<file path="config.mk">
export PLATFORM = sky130hd
export DESIGN_NAME = vga_framebuffer_reader_flat
export DESIGN_NICKNAME = d
export VERILOG_FILES = /design/src/rtl/vga_framebuffer_reader_if.sv /design/src/rtl/vga_framebuffer_reader.sv /design/src/flat_wrapper.sv
export SDC_FILE = /design/constraint.sdc
export NUM_CORES = 1
export LEC_CHECK = 0
export CAP_MARGIN = 20
export CELL_PAD_IN_SITES_DETAIL_PLACEMENT = 1
export CELL_PAD_IN_SITES_GLOBAL_PLACEMENT = 1
export CORE_UTILIZATION = 30
export CTS_BUF_LIST = sky130_fd_sc_hd__clkbuf_4 sky130_fd_sc_hd__clkbuf_8
export DETAILED_ROUTE_END_ITERATION = 8
export PLACE_DENSITY = 0.72
export SLEW_MARGIN = 20
export SYNTH_ARGS = -nofsm -noshare
export SYNTH_HDL_FRONTEND = slang
export SYNTH_SLANG_ARGS = --single-unit
</file>
<file path="constraint.sdc">
create_clock -name CLK -period 2.35 [get_ports CLK]
set_input_delay 0.235 -clock CLK [delete_from_list [all_inputs] [get_ports CLK]]
set_output_delay 0.235 -clock CLK [all_outputs]
set_load 0.02 [all_outputs]
</file>
<file path="src/rtl/vga_framebuffer_reader_if.sv">
// Signal bundle between the VGA framebuffer reader, the frame RAM read port and
// the display pins. The reader side is the master.
interface vga_framebuffer_reader_if #(
  parameter int ADDR_W = 17
);
  logic [ADDR_W-1:0] DP_RAM_addr_out;
  logic [7:0]        DP_RAM_data_out;
  logic [3:0]        VGA_R;
  logic [3:0]        VGA_G;
  logic [3:0]        VGA_B;
  logic              VGA_HS;
  logic              VGA_VS;
  logic              FRAME_START;

  modport master (
    output DP_RAM_addr_out,
    input  DP_RAM_data_out,
    output VGA_R,
    output VGA_G,
    output VGA_B,
    output VGA_HS,
    output VGA_VS,
    output FRAME_START
  );

  modport slave (
    input  DP_RAM_addr_out,
    output DP_RAM_data_out,
    input  VGA_R,
    input  VGA_G,
    input  VGA_B,
    input  VGA_HS,
    input  VGA_VS,
    input  FRAME_START
  );
endinterface

</file>
<file path="src/rtl/vga_framebuffer_reader.sv">
// 640x480 VGA scan-out of a 320x240 RGB332 frame RAM with 2x2 pixel upscale.
// Three-stage pipeline: counters -> RAM address -> RAM data -> RGB444 pins.
module vga_framebuffer_reader #(
  parameter int H_ACTIVE = 640,
  parameter int H_FP     = 16,
  parameter int H_SYNC   = 96,
  parameter int H_BP     = 48,
  parameter int V_ACTIVE = 480,
  parameter int V_FP     = 10,
  parameter int V_SYNC   = 2,
  parameter int V_BP     = 33,
  parameter int IMG_W    = 320,
  parameter int IMG_H    = 240,
  parameter int ADDR_W   = 17
) (
  input logic                      CLK,
  input logic                      RSTN,
  vga_framebuffer_reader_if.master vga
);
  localparam int H_TOTAL  = H_ACTIVE + H_FP + H_SYNC + H_BP;
  localparam int V_TOTAL  = V_ACTIVE + V_FP + V_SYNC + V_BP;
  localparam int HC_W     = $clog2(H_TOTAL);
  localparam int VC_W     = $clog2(V_TOTAL);
  localparam int X_W      = $clog2(IMG_W);
  localparam int Y_W      = $clog2(IMG_H);
  localparam int HS_FIRST = H_ACTIVE + H_FP;
  localparam int HS_LAST  = HS_FIRST + H_SYNC - 1;
  localparam int VS_FIRST = V_ACTIVE + V_FP;
  localparam int VS_LAST  = VS_FIRST + V_SYNC - 1;

  typedef struct packed {
    logic active;
    logic hs;
    logic vs;
    logic fs;
  } ctrl_t;

  localparam ctrl_t CTRL_IDLE = '{active: 1'b0, hs: 1'b1, vs: 1'b1, fs: 1'b0};

  logic              run;
  logic [HC_W-1:0]   hc;
  logic [VC_W-1:0]   vc;
  ctrl_t             ctrl0;
  ctrl_t             ctrl1;
  ctrl_t             ctrl2;
  logic [X_W-1:0]    x;
  logic [Y_W-1:0]    y;
  logic [ADDR_W-1:0] row_base;
  logic [ADDR_W-1:0] addr0;

  // run holds the counters at 0,0 through the first edge after reset, so the
  // frame (and FRAME_START three clocks later) begins on that edge.
  always_ff @(posedge CLK or negedge RSTN) begin
    // NOTE: state is assigned with <= so every register samples pre-edge values.
    if (!RSTN) begin
      run <= 1'b0;
      hc  <= '0;
      vc  <= '0;
    end else begin
      run <= 1'b1;
      if (run) begin
        if (hc == HC_W'(H_TOTAL - 1)) begin
          hc <= '0;
          vc <= (vc == VC_W'(V_TOTAL - 1)) ? '0 : vc + 1'b1;
        end else begin
          hc <= hc + 1'b1;
        end
      end
    end
  end

  always_comb begin
    // NOTE: all outputs of this block are defaulted first so no path infers a latch.
    ctrl0    = CTRL_IDLE;
    x        = X_W'(hc >> 1);
    y        = Y_W'(vc >> 1);
    row_base = '0;
    addr0    = '0;

    ctrl0.active = run && (hc < HC_W'(H_ACTIVE)) && (vc < VC_W'(V_ACTIVE));
    ctrl0.hs     = !((hc >= HC_W'(HS_FIRST)) && (hc <= HC_W'(HS_LAST)));
    ctrl0.vs     = !((vc >= VC_W'(VS_FIRST)) && (vc <= VC_W'(VS_LAST)));
    ctrl0.fs     = run && (hc == '0) && (vc == '0);

    // y*IMG_W as a sum of shifted copies of y; for 320 this is (y<<8)+(y<<6).
    for (int b = 0; b < ADDR_W; b++) begin
      if (IMG_W[b]) row_base = row_base + (ADDR_W'(y) << b);
    end

    if (ctrl0.active) addr0 = row_base + ADDR_W'(x);
  end

  // Stage 1 drives the RAM address; stage 2 waits out the RAM read latency.
  always_ff @(posedge CLK or negedge RSTN) begin
    if (!RSTN) begin
      vga.DP_RAM_addr_out <= '0;
      ctrl1               <= CTRL_IDLE;
      ctrl2               <= CTRL_IDLE;
    end else begin
      vga.DP_RAM_addr_out <= addr0;
      ctrl1               <= ctrl0;
      ctrl2               <= ctrl1;
    end
  end

  // Stage 3: RGB332 to RGB444 by replicating the top bits; blanking forces black.
  always_ff @(posedge CLK or negedge RSTN) begin
    if (!RSTN) begin
      vga.VGA_R       <= '0;
      vga.VGA_G       <= '0;
      vga.VGA_B       <= '0;
      vga.VGA_HS      <= 1'b1;
      vga.VGA_VS      <= 1'b1;
      vga.FRAME_START <= 1'b0;
    end else begin
      vga.VGA_HS      <= ctrl2.hs;
      vga.VGA_VS      <= ctrl2.vs;
      vga.FRAME_START <= ctrl2.fs;
      if (ctrl2.active) begin
        vga.VGA_R <= {vga.DP_RAM_data_out[7:5], vga.DP_RAM_data_out[7]};
        vga.VGA_G <= {vga.DP_RAM_data_out[4:2], vga.DP_RAM_data_out[4]};
        vga.VGA_B <= {vga.DP_RAM_data_out[1:0], vga.DP_RAM_data_out[1:0]};
      end else begin
        vga.VGA_R <= '0;
        vga.VGA_G <= '0;
        vga.VGA_B <= '0;
      end
    end
  end
endmodule

</file>
<file path="src/flat_wrapper.sv">
// flat-port wrapper written by rule: the top's interface ports become plain ports
module vga_framebuffer_reader_flat 
#(
  parameter int H_ACTIVE = 640,
  parameter int H_FP     = 16,
  parameter int H_SYNC   = 96,
  parameter int H_BP     = 48,
  parameter int V_ACTIVE = 480,
  parameter int V_FP     = 10,
  parameter int V_SYNC   = 2,
  parameter int V_BP     = 33,
  parameter int IMG_W    = 320,
  parameter int IMG_H    = 240,
  parameter int ADDR_W   = 17
)
  (CLK, RSTN, vga_DP_RAM_addr_out, vga_DP_RAM_data_out, vga_VGA_R, vga_VGA_G, vga_VGA_B, vga_VGA_HS, vga_VGA_VS, vga_FRAME_START);
  vga_framebuffer_reader_if #(.ADDR_W(ADDR_W)) vga_i ();
  input logic CLK;
  input logic RSTN;
  output wire logic [$bits(vga_i.DP_RAM_addr_out)-1:0] vga_DP_RAM_addr_out;
  input wire logic [$bits(vga_i.DP_RAM_data_out)-1:0] vga_DP_RAM_data_out;
  output wire logic [$bits(vga_i.VGA_R)-1:0] vga_VGA_R;
  output wire logic [$bits(vga_i.VGA_G)-1:0] vga_VGA_G;
  output wire logic [$bits(vga_i.VGA_B)-1:0] vga_VGA_B;
  output wire logic [$bits(vga_i.VGA_HS)-1:0] vga_VGA_HS;
  output wire logic [$bits(vga_i.VGA_VS)-1:0] vga_VGA_VS;
  output wire logic [$bits(vga_i.FRAME_START)-1:0] vga_FRAME_START;
  assign vga_DP_RAM_addr_out = vga_i.DP_RAM_addr_out;
  assign vga_i.DP_RAM_data_out = vga_DP_RAM_data_out;
  assign vga_VGA_R = vga_i.VGA_R;
  assign vga_VGA_G = vga_i.VGA_G;
  assign vga_VGA_B = vga_i.VGA_B;
  assign vga_VGA_HS = vga_i.VGA_HS;
  assign vga_VGA_VS = vga_i.VGA_VS;
  assign vga_FRAME_START = vga_i.FRAME_START;
  vga_framebuffer_reader #(.H_ACTIVE(H_ACTIVE), .H_FP(H_FP), .H_SYNC(H_SYNC), .H_BP(H_BP), .V_ACTIVE(V_ACTIVE), .V_FP(V_FP), .V_SYNC(V_SYNC), .V_BP(V_BP), .IMG_W(IMG_W), .IMG_H(IMG_H), .ADDR_W(ADDR_W)) u_core (.CLK(CLK), .RSTN(RSTN), .vga(vga_i));
endmodule
</file>
==> run metrics, run 1 <==
top cells by area, synth dfrtp_1 (47%), ha_1 (9.3%), dfstp_2 (5.9%); Ys Warns 0; Netlist Area Pre-Place about 0.0027 mm²; Slew Limit Fails 0; I/O pins 42; Final Hold Viols 0; Worst VDD drop 0.317 mV; crit start category flip-flop; die area a little over 0.009 mm²; Reg area 0.00143 mm²; maxcap violations 0; DR vias slightly below 2k; post-synth top area cell dfrtp_1; DRC 0; period utilisation layout 0.976; share of the synthesized area in the top cell type 0.474; Die Y 96.7 µm; Post-Route WL 5.95 mm; GP Congestion about 0.85; Worst Slack Setup Final 0.0556 ns; Period minus WS final roughly 2.3 ns; Final HPWL DP 4.30 mm; Nets about 330; die width between 90 and 100 µm; Arr. time, crit path 2.55 ns; status complete, no violations; first-pass GRT wire length approximately 10 mm; Least-Margin Pin Slew 0.596 ns; sequential share of the synthesized area 0.533; PwrDens 704 mW/mm²; # port buffers roughly 40; CP endpoint kind flip-flop; drt wl/cell ~14 µm; clk_lat worst skew roughly 0.34 ns; CP required between 2 and 3 ns; clk root buf clkbuf_8; leakage approximately 1.7 nW; final core area utilization 0.407; Num Clock Sinks 57; Initial DRC Count 86; asr flop ratio synth 1.00; TritonCTS Buffers 9; Starting Density 0.309; drt first pass iters 4; vias in the first global route between 2k and 2.5k; count of different cell masters after synthesis 41; Fmax ~440 MHz; share of cells above drive strength 1 0.170; Syn-to-layout area delta 31.8%; commonest cells in the netlist dfrtp_1 (51), ha_1 (20), nand2_1 (19), nor2_1 (19), and2_1 (15); Crit Path Class reg -> reg; Synth Flop Type dfrtp_1; n_diodes 0; RSZ-0062 raised after global routing yes; initial antenna violation count 0; FP Rows 34; Clock Skews approximately 0.012 ns; Post-synth EDFFs 0; Hold WC Path Type reg -> reg; area used by multi-input combinational logic between 0.001 and 0.0015 mm²; syn nets between 200 and 300; Mapped Cells 243; count leader, synth dfrtp_1; Setup WS pre-CTS -0.0595 ns; CTS tree yes; number of routed nets with antenna violations 0; final setup vio count 0; Synth Register Bits 57; worst-path maximum fanout 2; largest net degree at the start of global routing 27; gr usage total 0.138; syn avg cell area between 10 and 15 µm²; # fillers 961; Clock Path Buffers 2; htree depth 3; Worst-path clk slew 0.07 ns; grt ovf 0; Worst slew margin 0.603; Via density about 4.8; Core Area 0.00872 mm²
[path summary, 6_finish.rpt]
kind                                           startpoint                                        to  slack, ns  cells past startpoint
worst max-delay path             u_core.vc[1]$_DFFE_PN0P_  u_core.vga.DP_RAM_addr_out[15]$_DFF_PN0_       0.06                      9
worst min-delay path            u_core.ctrl1[0]$_DFF_PN0_                 u_core.ctrl2[0]$_DFF_PN0_       0.35                      0
worst max register to register   u_core.vc[1]$_DFFE_PN0P_  u_core.vga.DP_RAM_addr_out[15]$_DFF_PN0_       0.06                      9
worst min register to register  u_core.ctrl1[0]$_DFF_PN0_                 u_core.ctrl2[0]$_DFF_PN0_       0.35                      0
max in group asynchronous                            RSTN                 u_core.ctrl2[2]$_DFF_PN1_       1.18                      3
min in group asynchronous                            RSTN                  u_core.vc[3]$_DFFE_PN0P_       0.43                      2
[cell type report]
type                       instances  area share
clock buffer                       9      0.0349
timing repair buffer              57       0.149
multi-input combinational        164       0.332
sequential                        57       0.404
inverter                          12      0.0127
tap                              108      0.0381
clock inverter                     7      0.0289
[flip-flops by register name, indices dropped and copies added (netlist names)]
name and flops:
u_core.vga.DP_RAM_addr_out 17, u_core.hc 10, u_core.vc 10, u_core.ctrl1 4, u_core.ctrl2 4, u_core.vga.VGA_G 3, u_core.vga.VGA_R 3, u_core.vga.VGA_B 2
u_core.run 1, u_core.vga.FRAME_START 1, u_core.vga.VGA_HS 1, u_core.vga.VGA_VS 1
[logic make-up after synthesis]
family                   count (synthesis)  synth area share
AND/OR/NAND/NOR                         95             0.195
flip-flops                              57             0.533
AO/OA/AOI/OAI                           30            0.0697
adder cells (fa/ha/maj)                 22             0.108
buffers and inverters                   22            0.0395
XOR/XNOR                                14            0.0456
multiplexers                             2           0.00790
other                                    1           0.00139
[report_power, final]
| part | total, W | switching [W] | internal (W) |
|---|---|---|---|
| clock | 0.00105 | 0.000442 | 0.000607 |
| combinational | 0.000302 | 0.000156 | 0.000146 |
| sequential | 0.00115 | 0.0000900 | 0.00106 |
| total | 0.00250 | 0.000688 | 0.00181 |
[worst max-delay path, cell delays in order, from the launching register on]
cell and delay (ns):
dfrtp_1 0.36, inv_1 0.08, fa_1 0.57, buf_4 0.13, fa_2 0.21, nor2b_2 0.05, o2111ai_1 0.18, nand4b_1 0.18
o31ai_2 0.24, mux2i_1 0.21
[per-layer routing]
| metal | vias up | GRT usage | wire, µm |
|---|---|---|---|
| met4 | 0 | 0.0758 | 100 |
| met5 | - | 0 | 0 |
| met2 | 34 | 0.237 | 3050 |
| met3 | 6 | 0.0289 | 134 |
| li1 | 945 | - | - |
| met1 | 989 | 0.161 | 2670 |
[metrics by stage]
| step | hold slack (ns) | TNS, ns | cells | cell area [µm²] | total power, W |
|---|---|---|---|---|---|
| floorplan | -0.0606 | 0 | 243 | 2690 | 0.00133 |
| global placement | 0.271 | 0 | 396 | 3280 | 0.00146 |
| detailed placement | 0.291 | -0.0773 | 396 | 3280 | 0.00147 |
| CTS | 0.358 | -0.0503 | 413 | 3520 | 0.00253 |
| global route | 0.361 | -0.107 | 414 | 3550 | 0.00260 |
| finish | 0.355 | 0 | 414 | 3550 | 0.00250 |
[layout by cell type (no fill, tap or decap), drive strengths merged, types with 2 or more instances in the layout]
cell type      instances
a211oi                 2
a21oi                  2
a31oi                  2
and2                  15
and3                   3
buf                   16
bufinv                 2
clkbuf                 9
clkdlybuf4s50         40
clkinv                 2
dfrtp                 51
dfstp                  6
fa                     2
ha                    20
inv                   14
nand2                 19
nand2b                 3
nand3                 10
nand4                  5
nand4b                 4
nor2                  19
nor2b                  3
nor3                   5
nor4                   5
o2111ai                2
o211ai                 2
o21ai                 14
o31ai                  3
or4                    3
xnor2                  7
xor2                   7
[what timing repair did]
action / 4_1_cts / 5_1_grt
gates resized for setup: 2 / 6
pin swaps: 0 / 5
setup buffers: 0 / 1
hold buffers: 1 / 0
setup endpoints to repair: 4 / 4
hold endpoints to repair: 20 / 0
Note: power is estimated with default switching activity, not from simulation.
==> inputs of run 2 (changes only) <==
CORE_MARGIN = 2   (was default)
==> run 2 against run 1 <==
Effect of this change:
- global-route usage up 0.35 points
- clock power hardly changed
- non-clock buffer count is 4 higher
- via count is 2.1% higher
- first-iteration DRC count fell by 3.5%
- routed wire length up 5.9%
- combinational power about the same
- hold slack lost 0.0043 ns
- critical path type unchanged
- largest cell class unchanged
==> run metrics, run 2 (synthesized netlist as in run 1, its figures left out) <==
worst-path maximum fanout 3 (+1); largest net degree at the start of global routing 32 (+19%); Largest regs u_core.vga.DP_RAM_addr_out x17, u_core.hc x10, u_core.vc x10; top sig layer met4; Slew Limit Fails 0 (unchanged); Crit Path Class reg -> reg; DR vias 2015 (+2.1%); period utilisation layout 0.955 (-0.0214); Hold WC Path Type reg -> reg; Largest register FFs 17 (unchanged); Worst Slack Setup Final 0.106 ns (+0.0502 ns); htree depth 3 (unchanged); Final Hold Viols 0 (unchanged); final std cells w/o fill 418 (+0.97%); Clock Path Buffers 2 (unchanged); Fmax 446 MHz (+2.2%); Largest Register u_core.vga.DP_RAM_addr_out; R2R cell count 9 (unchanged); # port buffers 41 (unchanged); Starting Density 0.309 (unchanged); clk_lat worst skew 0.35 ns (about the same); Nets 337 (+1.2%); Cells after DPL 396 (unchanged); Clock Skews 0.0143 ns (+0.00265 ns); status complete, no violations; # fillers 957 (-0.42%); TritonCTS Buffers 9 (unchanged); number of routed nets with antenna violations 0 (unchanged); Hold EP u_core.vga.FRAME_START$_DFF_PN0_; die width 98.7 µm (+2.1%); CTS tree yes; initial antenna violation count 0 (unchanged); Syn-to-layout area delta 33.7%; most frequent cells in the layout dfrtp_1 (51), clkdlybuf4s50_1 (40), nand2_1 (19), nor2_1 (19), buf_4 (19); I/O pins 42 (unchanged); Worst R2R Start u_core.vc[3]$_DFFE_PN0P_; CP required 2.62 ns (about the same); hold_sp u_core.ctrl2[0]$_DFF_PN0_; Die Y 98.7 µm (+2.1%); Crit Reg-Reg Endpoint u_core.vga.DP_RAM_addr_out[15]$_DFF_PN0_; met3 wire length 224 µm (+67%); Met1 Wirelength 2.75 mm (+3.2%); share of cells above drive strength 1 0.194 (+0.0236); Num Clock Sinks 57 (unchanged); routed wl met2 3.23 mm (+5.9%); Worst VDD drop 0.218 mV (-31%); FP Rows 34 (unchanged); Initial DRC Count 83 (-3.5%); final core area utilization 0.413 (+0.00588); setup_tns 0 ns (unchanged); clk root buf clkbuf_8; commonest non-fill, non-tap cell in the layout dfrtp_1; drt wl/cell 15.1 µm (+4.9%); Post-Route WL 6.30 mm (+5.9%); Setup WS pre-CTS -0.0361 ns (+0.0234 ns); critical path startpoint u_core.vc[3]$_DFFE_PN0P_; Worst slew margin 0.540 (-0.0632); Hold Path Depth 0 (unchanged); Via density 4.82 (+1.1%); Final HPWL DP 4.47 mm (+3.8%); grt ovf 0 (unchanged); PwrDens 692 mW/mm² (-1.7%); die area 0.00974 mm² (+4.2%); Post-DP Area 0.00328 mm² (unchanged); n_diodes 0 (unchanged); vias in the first global route 2198 (+3.3%); CP endpoint kind flip-flop; leakage 1.68 nW (+0.81%); final setup vio count 0 (unchanged); DRC 0 (unchanged); Finished Cell Area 0.00360 mm² (+1.4%); R2R setup slack 0.11 ns (+0.05 ns); GP Congestion 0.852 (about the same); crit start category flip-flop; RSZ-0062 raised after global routing yes; maxcap violations 0 (unchanged); Least-Margin Pin Slew 0.690 ns (+0.0948 ns); gr usage total 0.142 (+0.00350); first-pass GRT wire length 10.9 mm (+6.7%); Period minus WS final 2.24 ns (-0.0502 ns); Arr. time, crit path 2.52 ns (-0.03 ns); drt first pass iters 6 (+2); Core Area 0.00872 mm² (unchanged); Worst-path clk slew 0.07 ns (about the same)
[run 2: stage by stage]
stage / total power, W / hold slack, ns
6_report: 0.00249 / 0.350
5_1_grt: 0.00262 / 0.359
4_1_cts: 0.00253 / 0.352
3_5_place_dp: 0.00147 / 0.335
3_3_place_gp: 0.00146 / 0.327
2_1_floorplan: 0.00133 / -0.0606
[run 2: how the worst max path moves through the flow]
stage                                               end  slack (ns)  depth (start not counted)
3_5_place_dp   u_core.vga.DP_RAM_addr_out[12]$_DFF_PN0_       -0.04                          9
5_1_grt        u_core.vga.DP_RAM_addr_out[15]$_DFF_PN0_       -0.05                         10
6_report       u_core.vga.DP_RAM_addr_out[15]$_DFF_PN0_        0.11                          9
4_1_cts        u_core.vga.DP_RAM_addr_out[15]$_DFF_PN0_        0.02                          9
3_3_place_gp   u_core.vga.DP_RAM_addr_out[15]$_DFF_PN0_        0.07                          9
2_1_floorplan  u_core.vga.DP_RAM_addr_out[12]$_DFF_PN0_        0.02                          9
[run 2: timing repair]
action                     CTS  global route
setup buffers                0             5
hold endpoints to repair    25             0
setup endpoints to repair    2             5
hold buffers                 1             0
resized for setup            2            10
pin swaps                    0             7
[run 2: final cells by class]
class | instances | area [µm²] | area share
repair buffers | 61 | 558 | 0.155
clock inverters | 7 | 103 | 0.0285
inverters | 12 | 45.0 | 0.0125
flip-flops and latches | 57 | 1430 | 0.398
well taps | 108 | 135 | 0.0376
multi-input cells | 164 | 1200 | 0.333
clock buffers | 9 | 124 | 0.0344
[run 2: routing by layer]
| metal | up-vias | track usage |
|---|---|---|
| li1 | 959 | - |
| met3 | 7 | 0.0355 |
| met2 | 39 | 0.234 |
| met1 | 1010 | 0.176 |
| met4 | 0 | 0.0632 |
| met5 | - | 0 |
[run 2: worst max-delay path, stage by stage (launching register included)]
cell and delay (ns):
dfrtp_1 0.36, inv_2 0.06, fa_1 0.56, buf_4 0.12, fa_2 0.19, nor2b_2 0.06, o2111ai_2 0.16, nand4b_1 0.19
o31ai_2 0.29, mux2i_1 0.21
[run 2: where the power goes]
part	leakage [nW]	total (W)	switching, W	internal, W
sequential	0.746	0.00114	0.0000854	0.00106
combinational	0.823	0.000304	0.000158	0.000146
clock	0.110	0.00104	0.000440	0.000605
